**config.mk**
```make
export PLATFORM = sky130hd
export DESIGN_NAME = alu_seg_disp
export DESIGN_NICKNAME = d
export VERILOG_FILES = /design/src/rtl/alu_seg_disp.sv
export SDC_FILE = /design/constraint.sdc
export NUM_CORES = 1
export LEC_CHECK = 0
export BUFFER_PORTS_ARGS = -buffer_cell sky130_fd_sc_hd__buf_2
export CORE_ASPECT_RATIO = 2
export CORE_MARGIN = 8
export CORE_UTILIZATION = 50
export CTS_CLUSTER_SIZE = 12
export DETAILED_ROUTE_END_ITERATION = 6
export GPL_TIMING_DRIVEN = 0
export PLACE_DENSITY = 0.72
export SLEW_MARGIN = 0
export SYNTH_ARGS = -nofsm -noshare
export SYNTH_HDL_FRONTEND = slang
export SYNTH_SLANG_ARGS = --single-unit
```
**constraint.sdc**
```tcl
create_clock -name clk -period 3.36 [get_ports clk]
set_input_delay 0.168 -clock clk [delete_from_list [all_inputs] [get_ports clk]]
set_output_delay 0.168 -clock clk [all_outputs]
set_load 0.05 [all_outputs]
```
**src/rtl/alu_seg_disp.sv**
```systemverilog
// alu_seg_disp: eight-digit multiplexed seven-segment hex display driver.
//
// The driver holds a shadow copy of the value to show. A prescaler sets how
// long each digit slot lasts, and a digit index steps through the eight
// digits one slot at a time. Every cycle the anode, segment and decimal
// point outputs are registered from the current index and shadow contents.
//
// Ports
//   clk      in   single clock; all state changes on the rising edge
//   rst      in   asynchronous reset, active high
//   upd      in   load strobe: din/dp_in are captured into the shadow
//                 registers on the edge where upd is high
//   din      in   [31:0] eight hex nibbles; nibble i is shown on digit i
//   dp_in    in   [7:0] decimal point request per digit, 1 = lit
//   blank_lz in   leading-zero blanking enable, sampled live
//   an       out  [7:0] digit anodes, active low, registered
//   seg      out  [6:0] segments {g,f,e,d,c,b,a}, active low, registered
//   dp       out  decimal point, active low, registered
//   frame    out  one-cycle pulse in the cycle the digit index wraps 7->0
//
// Parameter
//   SCAN_DIV  clk cycles per digit slot (must be >= 2)

module alu_seg_disp #(
  parameter int SCAN_DIV = 100000
) (
  input  logic        clk,
  input  logic        rst,
  input  logic        upd,
  input  logic [31:0] din,
  input  logic [7:0]  dp_in,
  input  logic        blank_lz,
  output logic [7:0]  an,
  output logic [6:0]  seg,
  output logic        dp,
  output logic        frame
);

  localparam int CNT_W = (SCAN_DIV > 1) ? $clog2(SCAN_DIV) : 1;
  localparam logic [CNT_W-1:0] CNT_LAST = CNT_W'(SCAN_DIV - 1);

  logic [CNT_W-1:0] cnt_q, cnt_d;
  logic [2:0]       idx_q, idx_d;
  logic [31:0]      shd_q, shd_d;
  logic [7:0]       shp_q, shp_d;
  logic [7:0]       an_q, an_d;
  logic [6:0]       seg_q, seg_d;
  logic             dp_q, dp_d;
  logic             frame_q, frame_d;

  logic             tick;
  logic [3:0]       nib;
  logic [31:0]      upper;
  logic             blank;

  function automatic logic [6:0] hex7(input logic [3:0] v);
    logic [6:0] p;
    case (v)
      4'h0:    p = 7'b1000000;
      4'h1:    p = 7'b1111001;
      4'h2:    p = 7'b0100100;
      4'h3:    p = 7'b0110000;
      4'h4:    p = 7'b0011001;
      4'h5:    p = 7'b0010010;
      4'h6:    p = 7'b0000010;
      4'h7:    p = 7'b1111000;
      4'h8:    p = 7'b0000000;
      4'h9:    p = 7'b0010000;
      4'hA:    p = 7'b0001000;
      4'hB:    p = 7'b0000011;
      4'hC:    p = 7'b1000110;
      4'hD:    p = 7'b0100001;
      4'hE:    p = 7'b0000110;
      default: p = 7'b0001110;
    endcase
    return p;
  endfunction

  assign tick = (cnt_q == CNT_LAST);

  always_comb begin
    cnt_d   = tick ? '0 : cnt_q + CNT_W'(1);
    idx_d   = tick ? idx_q + 3'd1 : idx_q;
    frame_d = tick && (idx_q == 3'd7);
    shd_d   = upd ? din   : shd_q;
    shp_d   = upd ? dp_in : shp_q;
  end

  // Output decode works from the current index and shadow values, so a
  // load or index step shows up on the pins exactly one cycle later.
  always_comb begin
    nib   = shd_q[{idx_q, 2'b00} +: 4];
    // Nibbles idx..7 all zero means this digit is a leading zero.
    upper = shd_q >> {idx_q, 2'b00};
    blank = blank_lz && (idx_q != 3'd0) && (upper == 32'd0);
    an_d  = ~(8'd1 << idx_q);
    seg_d = hex7(nib);
    dp_d  = ~shp_q[idx_q];
    if (blank) begin
      an_d  = 8'hFF;
      seg_d = 7'h7F;
      dp_d  = 1'b1;
    end
  end

  always_ff @(posedge clk or posedge rst) begin
    if (rst) begin
      cnt_q   <= '0;
      idx_q   <= 3'd0;
      shd_q   <= 32'd0;
      shp_q   <= 8'd0;
      an_q    <= 8'hFF;
      seg_q   <= 7'h7F;
      dp_q    <= 1'b1;
      frame_q <= 1'b0;
    end else begin
      cnt_q   <= cnt_d;
      idx_q   <= idx_d;
      shd_q   <= shd_d;
      shp_q   <= shp_d;
      an_q    <= an_d;
      seg_q   <= seg_d;
      dp_q    <= dp_d;
      frame_q <= frame_d;
    end
  end

  assign an    = an_q;
  assign seg   = seg_q;
  assign dp    = dp_q;
  assign frame = frame_q;

endmodule

```
---- Word level (Yosys, flattened, before mapping) ----
Memories as Yosys holds them, arrays and structs flattened.
Cells that the tools add are included.
cells by class
  add/sub/neg operators ................... 2
  magnitude comparators ................... 1
  equality and inequality tests ........... 2
  shift-type cells ........................ 3
  muxes and demuxes ....................... 6
  bitwise logic cells ..................... 2
  reductions and logical operators ........ 5
operator list
  operator                                                                      number
  32-bit zero test                                                              1
  32-bit by 6-bit indexed part select with 4-bit output                         1
  32-bit by 5-bit right shift with 32-bit output                                1
  17-bit by 1-bit adder with 17-bit output, second input constant               1
  17-bit == test, second input constant                                         1
  17-bit two-way mux                                                            1
  8-bit two-way mux                                                             1
  8-bit inverter                                                                1
  1-bit by 3-bit << shifter with 8-bit output, first input constant             1
  7-bit two-way mux                                                             1
  3-bit by 4-bit less-than comparator with 1-bit output, second input constant  1
  3-bit by 1-bit adder with 3-bit output, second input constant                 1
  1-bit binary-select mux with 3-bit select                                     1
  3-bit == test, second input constant                                          1
  1-bit logical AND                                                             3
  3-bit nonzero test                                                            1
  1-bit two-way mux                                                             2
  1-bit inverter                                                                1
word-level totals
  bits in registers ....................... 77
  memory bits (read-only) ................. 112
  input bits .............................. 44
  output and inout bits ................... 17
  word-level logic and storage cells ...... 30
  memories kept ........................... 1
memories
  memory            words  width  read ports  clocked after Yosys merged registers in  wr ports  RTL line  text
  (name not given)  16     7      1           0                                        0         58        case (v)

---- Longest topological paths before layout ----
Gate-level depths: netlist of the first run.
  word-level depth ........................ 4
  mapped depth ............................ 10
  mapped depth without buffers ............ 8

---- Worst setup path before layout of the first run ----
No wires, ideal clock.
  path kind ............................... register to register
  start point ............................. reg idx_q[0]
  end point ............................... reg an_q[7] (netlist: an[7])
  setup time .............................. 72 ps
  data arrival time ....................... 2534 ps
  required time ........................... 3288 ps
  setup slack ............................. 754 ps
  cell stages (with the launch flop) ...... 10
  buffers on the path ..................... 2
  clock period less this slack ............ 2606 ps
  cell sequence ........................... dfrtp_1 buf_6 mux4_2 mux2i_1 ha_1 nand3_1 nor4_1 o21ai_2 buf_6 o21ai_1
between the ends
  longest elaborated chain between the ends .. 4
  elaborated cells on any way between the ends .. 8
  those cells by class .................... shift: 2; mux: 1; bitwise: 1; reduce/logical: 4
ends and longest elaborated chain
  what                                                                                         RTL line  text
  start, declared                                                                              43        logic [2:0] idx_q, idx_d;
  start signal, assigned                                                                       118       idx_q <= idx_d;
  32-bit by 5-bit right shift with 32-bit output / 3-bit nonzero test (equally long branches)  94, 95
  32-bit zero test / 1-bit logical AND (equally long branches)                                 95        blank = blank_lz && (idx_q != 3'd0) && (upper == 32'd0);
  1-bit logical AND                                                                            95
  8-bit two-way mux (*)                                                                        99        if (blank) begin
  net an_d[7]                                                                                  46        logic [7:0] an_q, an_d;
  end signal, assigned                                                                         121       an_q <= an_d;
  end, declared                                                                                46
Mark *: on every way through the listed nets, which the timed path passes. The rest lies on a longest branch.
A chain may end at the register's enable or synchronous reset.

---- Final worst setup path of the first run ----
  start point ............................. reg idx_q[0]
  end point ............................... reg seg_q[1] (netlist: seg[1])
between the ends
  longest elaborated chain between the ends .. 4
  elaborated cells on any way between the ends .. 8
  those cells by class .................... shift: 2; mux: 1; reduce/logical: 4; memory: 1
ends and longest elaborated chain
  what                                                                            RTL line  text
  parallel branches: the longest is 3 deep, another holds memory read 16 x 7 bit  --
  7-bit two-way mux (*)                                                           99
  net seg_d[1]                                                                    47        logic [6:0] seg_q, seg_d;
  end signal, assigned                                                            122       seg_q <= seg_d;
  end, declared                                                                   47
Mark *: on every way through the listed nets, which the timed path passes.

==> results.yml, run 1 <==
status:
  status: "finished clean"
yosys:
  synthFlopType: "dfrtp_1"
  synth_cells: 319
  synth_seq_cells: 77
  yosysSeqAreaShare_pct: 48.7
  synth_area_um2: 4000
  yosysWarnings: 0
  synthDistinctLibCells: 49
  syn_avg_cell_area_um2: 12.5
  synthesis.nets: 376
  synthArstFlopShare_pct: 100
  synth_edf_count: 0
detailed_routing:
  drt_iter0_drc: 159
  drtAntennaViolNets: 0
  wl_per_cell_um: 18.0
  drt-total-wl_um: 8790
  viasPerCell: 5.63
  vias: 2755
  first_pass_iters: 4
  drc: 0
setup_path:
  cp.depth: 9
  worst_ep_arrival_time_ns: 3.34
  r2r_end: "seg[1]$_DFF_PP1_"
  worst-path-buf-inv: 2
  end_kind: "flip-flop"
  critical_path_required_ns: 3.62
  worst_path_largest_cell_delay_ns: 0.56
  critical_path_class: "flip-flop to flip-flop"
  critical-path-top-delay-family: "multiplexers"
  rrSetupSlack_ns: 0.28
  start_kind: "flip-flop"
  crit_slowest_cell: "mux4_2"
  crit_path_cell_trace: "buf_6 > mux4_2 > mux2i_2 > ha_1 > nand3_1 > nor4_1 > o21ai_2 > buf_6 > o21ai_1"
  cp_common_cell: "buf_6"
  timing.rr.start: "idx_q[0]$_DFFE_PP0N_"
  cp_max_fo: 10
  rr_worst_depth: 9
place:
  routabilityCongestion: 0.880
  placed_area_um2: 4410
  dpl.cell_count: 474
  dp_hpwl_um: 6730
  io_buffers: 59
global_route:
  antenna_found_initial: 0
  grt_pass1_vias: 2877
  grt_pass1_wl_um: 14300
  grt_max_degree: 78
  overflow: 0
  grt_usage_pct: 16.3
final_layout:
  drive_above_1_share_pct: 42.7
  instances_no_fill: 489
  area_growth_pct: 17.3
  design_area_um2: 4690
  nNetsFinal: 445
  n_antenna_cell: 0
sta:
  fin_tns_setup_ns: 0
  rsz0062_at_grt: "false"
  period_minus_slack_ns: 3.08
  drv_slew: 0
  finalSetupViolCount: 0
  period_share_pct: 91.7
  worst_pin_slew_ns: 0.888
  max_freq_mhz: 324
  relSlewSlack_pct: 40.8
  finClkSkew_ns: 0.00842
  hold_viol: 0
die:
  die_h_um: 142
  ios: 61
  start_util_pct: 51.1
  coreArea_um2: 7830
  die_w_um: 79.2
  floorplan.die_area_um2: 11300
  row_count: 46
power_and_ir_drop:
  irDropWorstVdd_v: 0.000461
  p_per_area_nw_per_um2: 476
  clock_power_share_pct: 38.6
  p_leak_nw: 1.99
  p_sw_share_pct: 26.4
  power.internal_mw: 1.64
  combPwrFrac_pct: 13.8
  p_switching_mw: 0.590
  pwr-share-seq_pct: 47.6
clocking:
  htree_num_levels: 3
  worstSkewPairLatency_ns: 0.34
  clockRootBuffer: "clkbuf_16"
  cts.sink_count: 77
  clockBufferDepth: 2
  clk_pin_slew_ns: 0.06
  hold_buffers: 0
  cts_tree: "built"
  numCtsBuffers: 9
job:
  drv_cap: 0
worst_hold_path:
  hp-class: "input pin to async pin"
==> worst register-to-register path, stage by stage, from the launching register on <==
cell	delay (ns)
dfrtp_1	0.54
buf_6	0.23
mux4_2	0.56
mux2i_2	0.38
ha_1	0.26
nand3_1	0.11
nor4_1	0.38
o21ai_2	0.20
buf_6	0.18
o21ai_1	0.17
==> metal layers <==
layer	vias up	wire, um	global-route usage, %
li1	1290	-	-
met1	1354	3580	18.4
met2	96	4460	27.0
met3	15	572	5.19
met4	0	171	7.08
met5	-	0	0
==> cell families after synthesis <==
logic type | count (synthesis) | synth area share [%]
compound gates | 27 | 4.88
mux | 72 | 23.7
xor+xnor | 16 | 3.51
buf+inv | 24 | 3.60
flops | 77 | 48.7
fa+ha+maj | 13 | 4.07
simple gates | 90 | 11.5
==> layout make-up <==
class | count | area (um2)
Fill cell | 657 | 3140
Sequential cell | 77 | 1950
Multi-Input combinational cell | 218 | 1910
Timing Repair Buffer | 59 | 295
Clock buffer | 11 | 233
Tap cell | 96 | 120
Buffer | 14 | 106
Inverter | 9 | 36.3
Clock inverter | 5 | 35.0
==> power by group through the flow <==
stage,logic (mW),registers (mW),clock network [mW]
6_report,0.308,1.06,0.862
5_1_grt,0.333,1.07,0.923
4_1_cts,0.309,1.06,0.882
3_5_place_dp,0.307,1.07,0
3_3_place_gp,0.301,1.07,0
2_1_floorplan,0.174,1.12,0
==> layout by cell type, fill, tap and decap left out, drive strengths merged, types with 3 or more instances in the layout <==
| master | count |
|---|---|
| a21oi | 3 |
| buf | 70 |
| clkbuf | 14 |
| clkinv | 3 |
| dfrtp | 61 |
| dfstp | 16 |
| ha | 13 |
| inv | 10 |
| mux2 | 45 |
| mux2i | 15 |
| mux4 | 12 |
| nand2 | 14 |
| nand3 | 14 |
| nand4 | 6 |
| nor2 | 20 |
| nor3 | 10 |
| nor4 | 8 |
| o211ai | 5 |
| o21ai | 10 |
| or2 | 9 |
| xnor2 | 9 |
| xor2 | 7 |
==> synthesized netlist by cell type, drive strengths merged (5+ instances only) <==
master  number  area [um2]
mux2i       15         163
mux4        12         274
ha          13         163
xor2         7        61.3
dfrtp       61        1530
mux2        45         510
nand4        6        37.5
o211ai       5        37.5
dfstp       16         420
or2          9        56.3
xnor2        9        78.8
nand3       14        70.1
nor2        20        77.6
buf         11        85.1
o21ai       10        57.6
nor4         8        50.1
inv          9        33.8
nand2       14        52.6
nor3        10        55.1
==> worst max path at each step <==
| stage | from | end | slack [ns] |
|---|---|---|---|
| after global placement | idx_q[1]$_DFFE_PP0N_ | an[7]$_DFF_PP1_ | 0.15 |
| after CTS | idx_q[0]$_DFFE_PP0N_ | seg[1]$_DFF_PP1_ | 0.14 |
| after global routing | idx_q[0]$_DFFE_PP0N_ | seg[1]$_DFF_PP1_ | 0.04 |
| after floorplan | idx_q[0]$_DFFE_PP0N_ | an[7]$_DFF_PP1_ | 0.75 |
| after detailed placement | idx_q[0]$_DFFE_PP0N_ | an[3]$_DFF_PP1_ | 0.18 |
| final | idx_q[0]$_DFFE_PP0N_ | seg[1]$_DFF_PP1_ | 0.28 |
==> flip-flops by register name, indices dropped and copies added (netlist names) <==
register	count
shd_q	32
cnt_q	17
an	8
shp_q	8
seg	7
idx_q	3
dp	1
frame	1
==> metrics by stage <==
stage                     hold slack, ns  utilization [%]  total power, mW  setup slack (ns)
after floorplan                    0.320                -             1.29             0.754
after detailed placement           0.404             56.4             1.38             0.181
after global routing              0.0519             59.9             2.32            0.0431
after global placement             0.401             56.4             1.37             0.146
final                             0.0148             59.9             2.23             0.278
after CTS                         0.0531             59.8             2.25             0.143
==> timing repair <==
item                                    CTS  global route
endpoints found under the hold margin     0             0
resized for setup                         0             2
endpoints found under the setup margin    0             7
buffers inserted                          0             0
Power figures use the tool's default switching activity.
==> run 2: changes to the inputs <==
--- a/config.mk
+++ b/config.mk
@@ -8,7 +8,7 @@
 export BUFFER_PORTS_ARGS = -buffer_cell sky130_fd_sc_hd__buf_2
 export CORE_ASPECT_RATIO = 2
 export CORE_MARGIN = 8
-export CORE_UTILIZATION = 50
+export CORE_UTILIZATION = 46
 export CTS_CLUSTER_SIZE = 12
 export DETAILED_ROUTE_END_ITERATION = 6
 export GPL_TIMING_DRIVEN = 0
==> run 2 against run 1 <==
Against the previous run:
- clock power rose by 21%
- via count rose by 0.76%
- cell count rose by 1.0%
- power rose by 8.2%
- sequential share of layout area fell by 0.55 points
- die area rose by 7.3%
- first-iteration DRC count rose by 20%
- clock skew fell by 0.0020 ns
- non-clock buffer count rose by 1
- combinational power barely moved
- fmax fell by 4.1%
- largest power group unchanged
- highest routed layer unchanged
==> results.yml, run 2 (synthesis results as in run 1) <==
sta:
  fin_tns_setup_ns: 0
  rsz0062_at_grt: "false"
  hold_viol: 0
  period_share_pct: 95.7
  finalSetupViolCount: 0
  drv_slew: 0
  worst_pin_slew_ns: 0.889
  whs_ns: 0.0315
  relSlewSlack_pct: 40.7
  period_minus_slack_ns: 3.21
  max_freq_mhz: 311
  finClkSkew_ns: 0.00644
power_and_ir_drop:
  p_per_area_nw_per_um2: 509
  irDropWorstVdd_v: 0.000419
  p_leak_nw: 2.02
detailed_routing:
  wl_per_cell_um: 18.4
  vias: 2776
  drc: 0
  drt-total-wl_um: 9070
  drtAntennaViolNets: 0
  drt_iter0_drc: 191
  viasPerCell: 5.62
  first_pass_iters: 4
final_layout:
  area_growth_pct: 18.8
  max_flop_register: "shd_q"
  layout_common_cells: "buf_2 (61), dfrtp_1 (61), mux2_2 (43), nor2_1 (19), dfstp_2 (16)"
  nNetsFinal: 446
  n_antenna_cell: 0
  reg.largest.list: "shd_q x32, cnt_q x17"
  instances_no_fill: 494
  final_util_pct: 55.7
  drive_above_1_share_pct: 42.9
  largest_reg_flops: 32
global_route:
  grt_max_degree: 78
  busiest_layer: "met2"
  globalRouteMet3Util_pct: 3.65
  grt_usage_pct: 16.2
  overflow: 0
  grt_pass1_wl_um: 15100
  use_met2_pct: 28.1
  antenna_found_initial: 0
  use_met1_pct: 16.8
  grt_pass1_vias: 3041
setup_path:
  critical_path_required_ns: 3.58
  end_kind: "flip-flop"
  critical_path_class: "flip-flop to flip-flop"
  worst_ep_arrival_time_ns: 3.44
  start_kind: "flip-flop"
  rr_worst_depth: 9
  cp_max_fo: 10
clocking:
  numCtsBuffers: 9
  clockRootBuffer: "clkbuf_16"
  clockBufferDepth: 2
  hold_buffers: 0
  cts.sink_count: 77
  clk_pin_slew_ns: 0.06
  worstSkewPairLatency_ns: 0.34
  htree_num_levels: 3
  cts_tree: "built"
die:
  row_count: 48
  floorplan.die_area_um2: 12100
  die_w_um: 81.9
  coreArea_um2: 8530
  ios: 61
  die_h_um: 148
  start_util_pct: 46.9
place:
  dpl.cell_count: 478
  dp_hpwl_um: 6800
  routabilityCongestion: 0.849
  io_buffers: 59
worst_hold_path:
  hp-class: "input pin to async pin"
status:
  status: "finished clean"
job:
  drv_cap: 0
run 2: changes by cell type in the layout (fill, tap and decap cells not counted):
cell / change
mux2i_1: +1
bufinv_16: +2
clkbuf_1: -1
mux2i_2: -1
inv_6: -1
clkbuf_8: +1
run 2: layout make-up:
cell class                 instances  area, um2
clock inverter                     6       86.3
sequential                        77       1950
timing repair buffer              59        295
inverter                           9       36.3
clock buffer                      10        239
fill                             757       3780
tap                              100        125
buffer                            15        110
multi-input combinational        218       1910
run 2: repair_timing:
item / CTS / global route
setup buffers: 0 / 0
hold endpoints to repair: 0 / 0
setup endpoints to repair: 0 / 1
resized for setup: 0 / 1
run 2: worst max-delay path: stages (launching register included):
cell and delay [ns]:
dfrtp_1 0.56, buf_6 0.23, mux4_2 0.54, mux2i_1 0.51, ha_1 0.30, nand3_1 0.09
nor4_1 0.34, o21ai_2 0.18, buf_6 0.18, o32ai_1 0.16
run 2: metal layers:
| layer | vias to the layer above | part of all wire [%] | wire length, um |
|---|---|---|---|
| li1 | 1297 | - | - |
| met1 | 1372 | 35 | 3160 |
| met2 | 82 | 57 | 5210 |
| met3 | 25 | 4.1 | 371 |
| met4 | 0 | 3.6 | 325 |
| met5 | - | 0 | 0 |
run 2: power by group:
group          internal (mW)  leakage, nW  switching [mW]
Combinational          0.137        0.947           0.175
Sequential              1.00        0.914          0.0578
Clock                  0.668        0.158           0.374
Total                   1.81         2.02           0.606
run 2: stage by stage:
step / total power, mW / instance area (um2) / setup WS (ns)
2_1_floorplan: 1.29 / 4000 / 0.754
3_3_place_gp: 1.37 / 4420 / 0.225
3_5_place_dp: 1.39 / 4420 / 0.218
4_1_cts: 2.44 / 4740 / 0.166
5_1_grt: 2.51 / 4750 / 0.00175
6_report: 2.41 / 4750 / 0.146
run 2: worst paths after layout:
check                                      from              endpoint  slack [ns]
setup / recovery           idx_q[0]$_DFFE_PP0N_      seg[0]$_DFF_PP1_        0.15
hold / removal                              rst  shd_q[0]$_DFFE_PP0P_        0.03
setup reg to reg           idx_q[0]$_DFFE_PP0N_      seg[0]$_DFF_PP1_        0.15
hold reg to reg              cnt_q[0]$_DFF_PP0_    cnt_q[0]$_DFF_PP0_        0.50
max in group asynchronous                   rst  idx_q[2]$_DFFE_PP0N_        2.76
min in group clk                       dp_in[2]  shp_q[2]$_DFFE_PP0P_        0.06
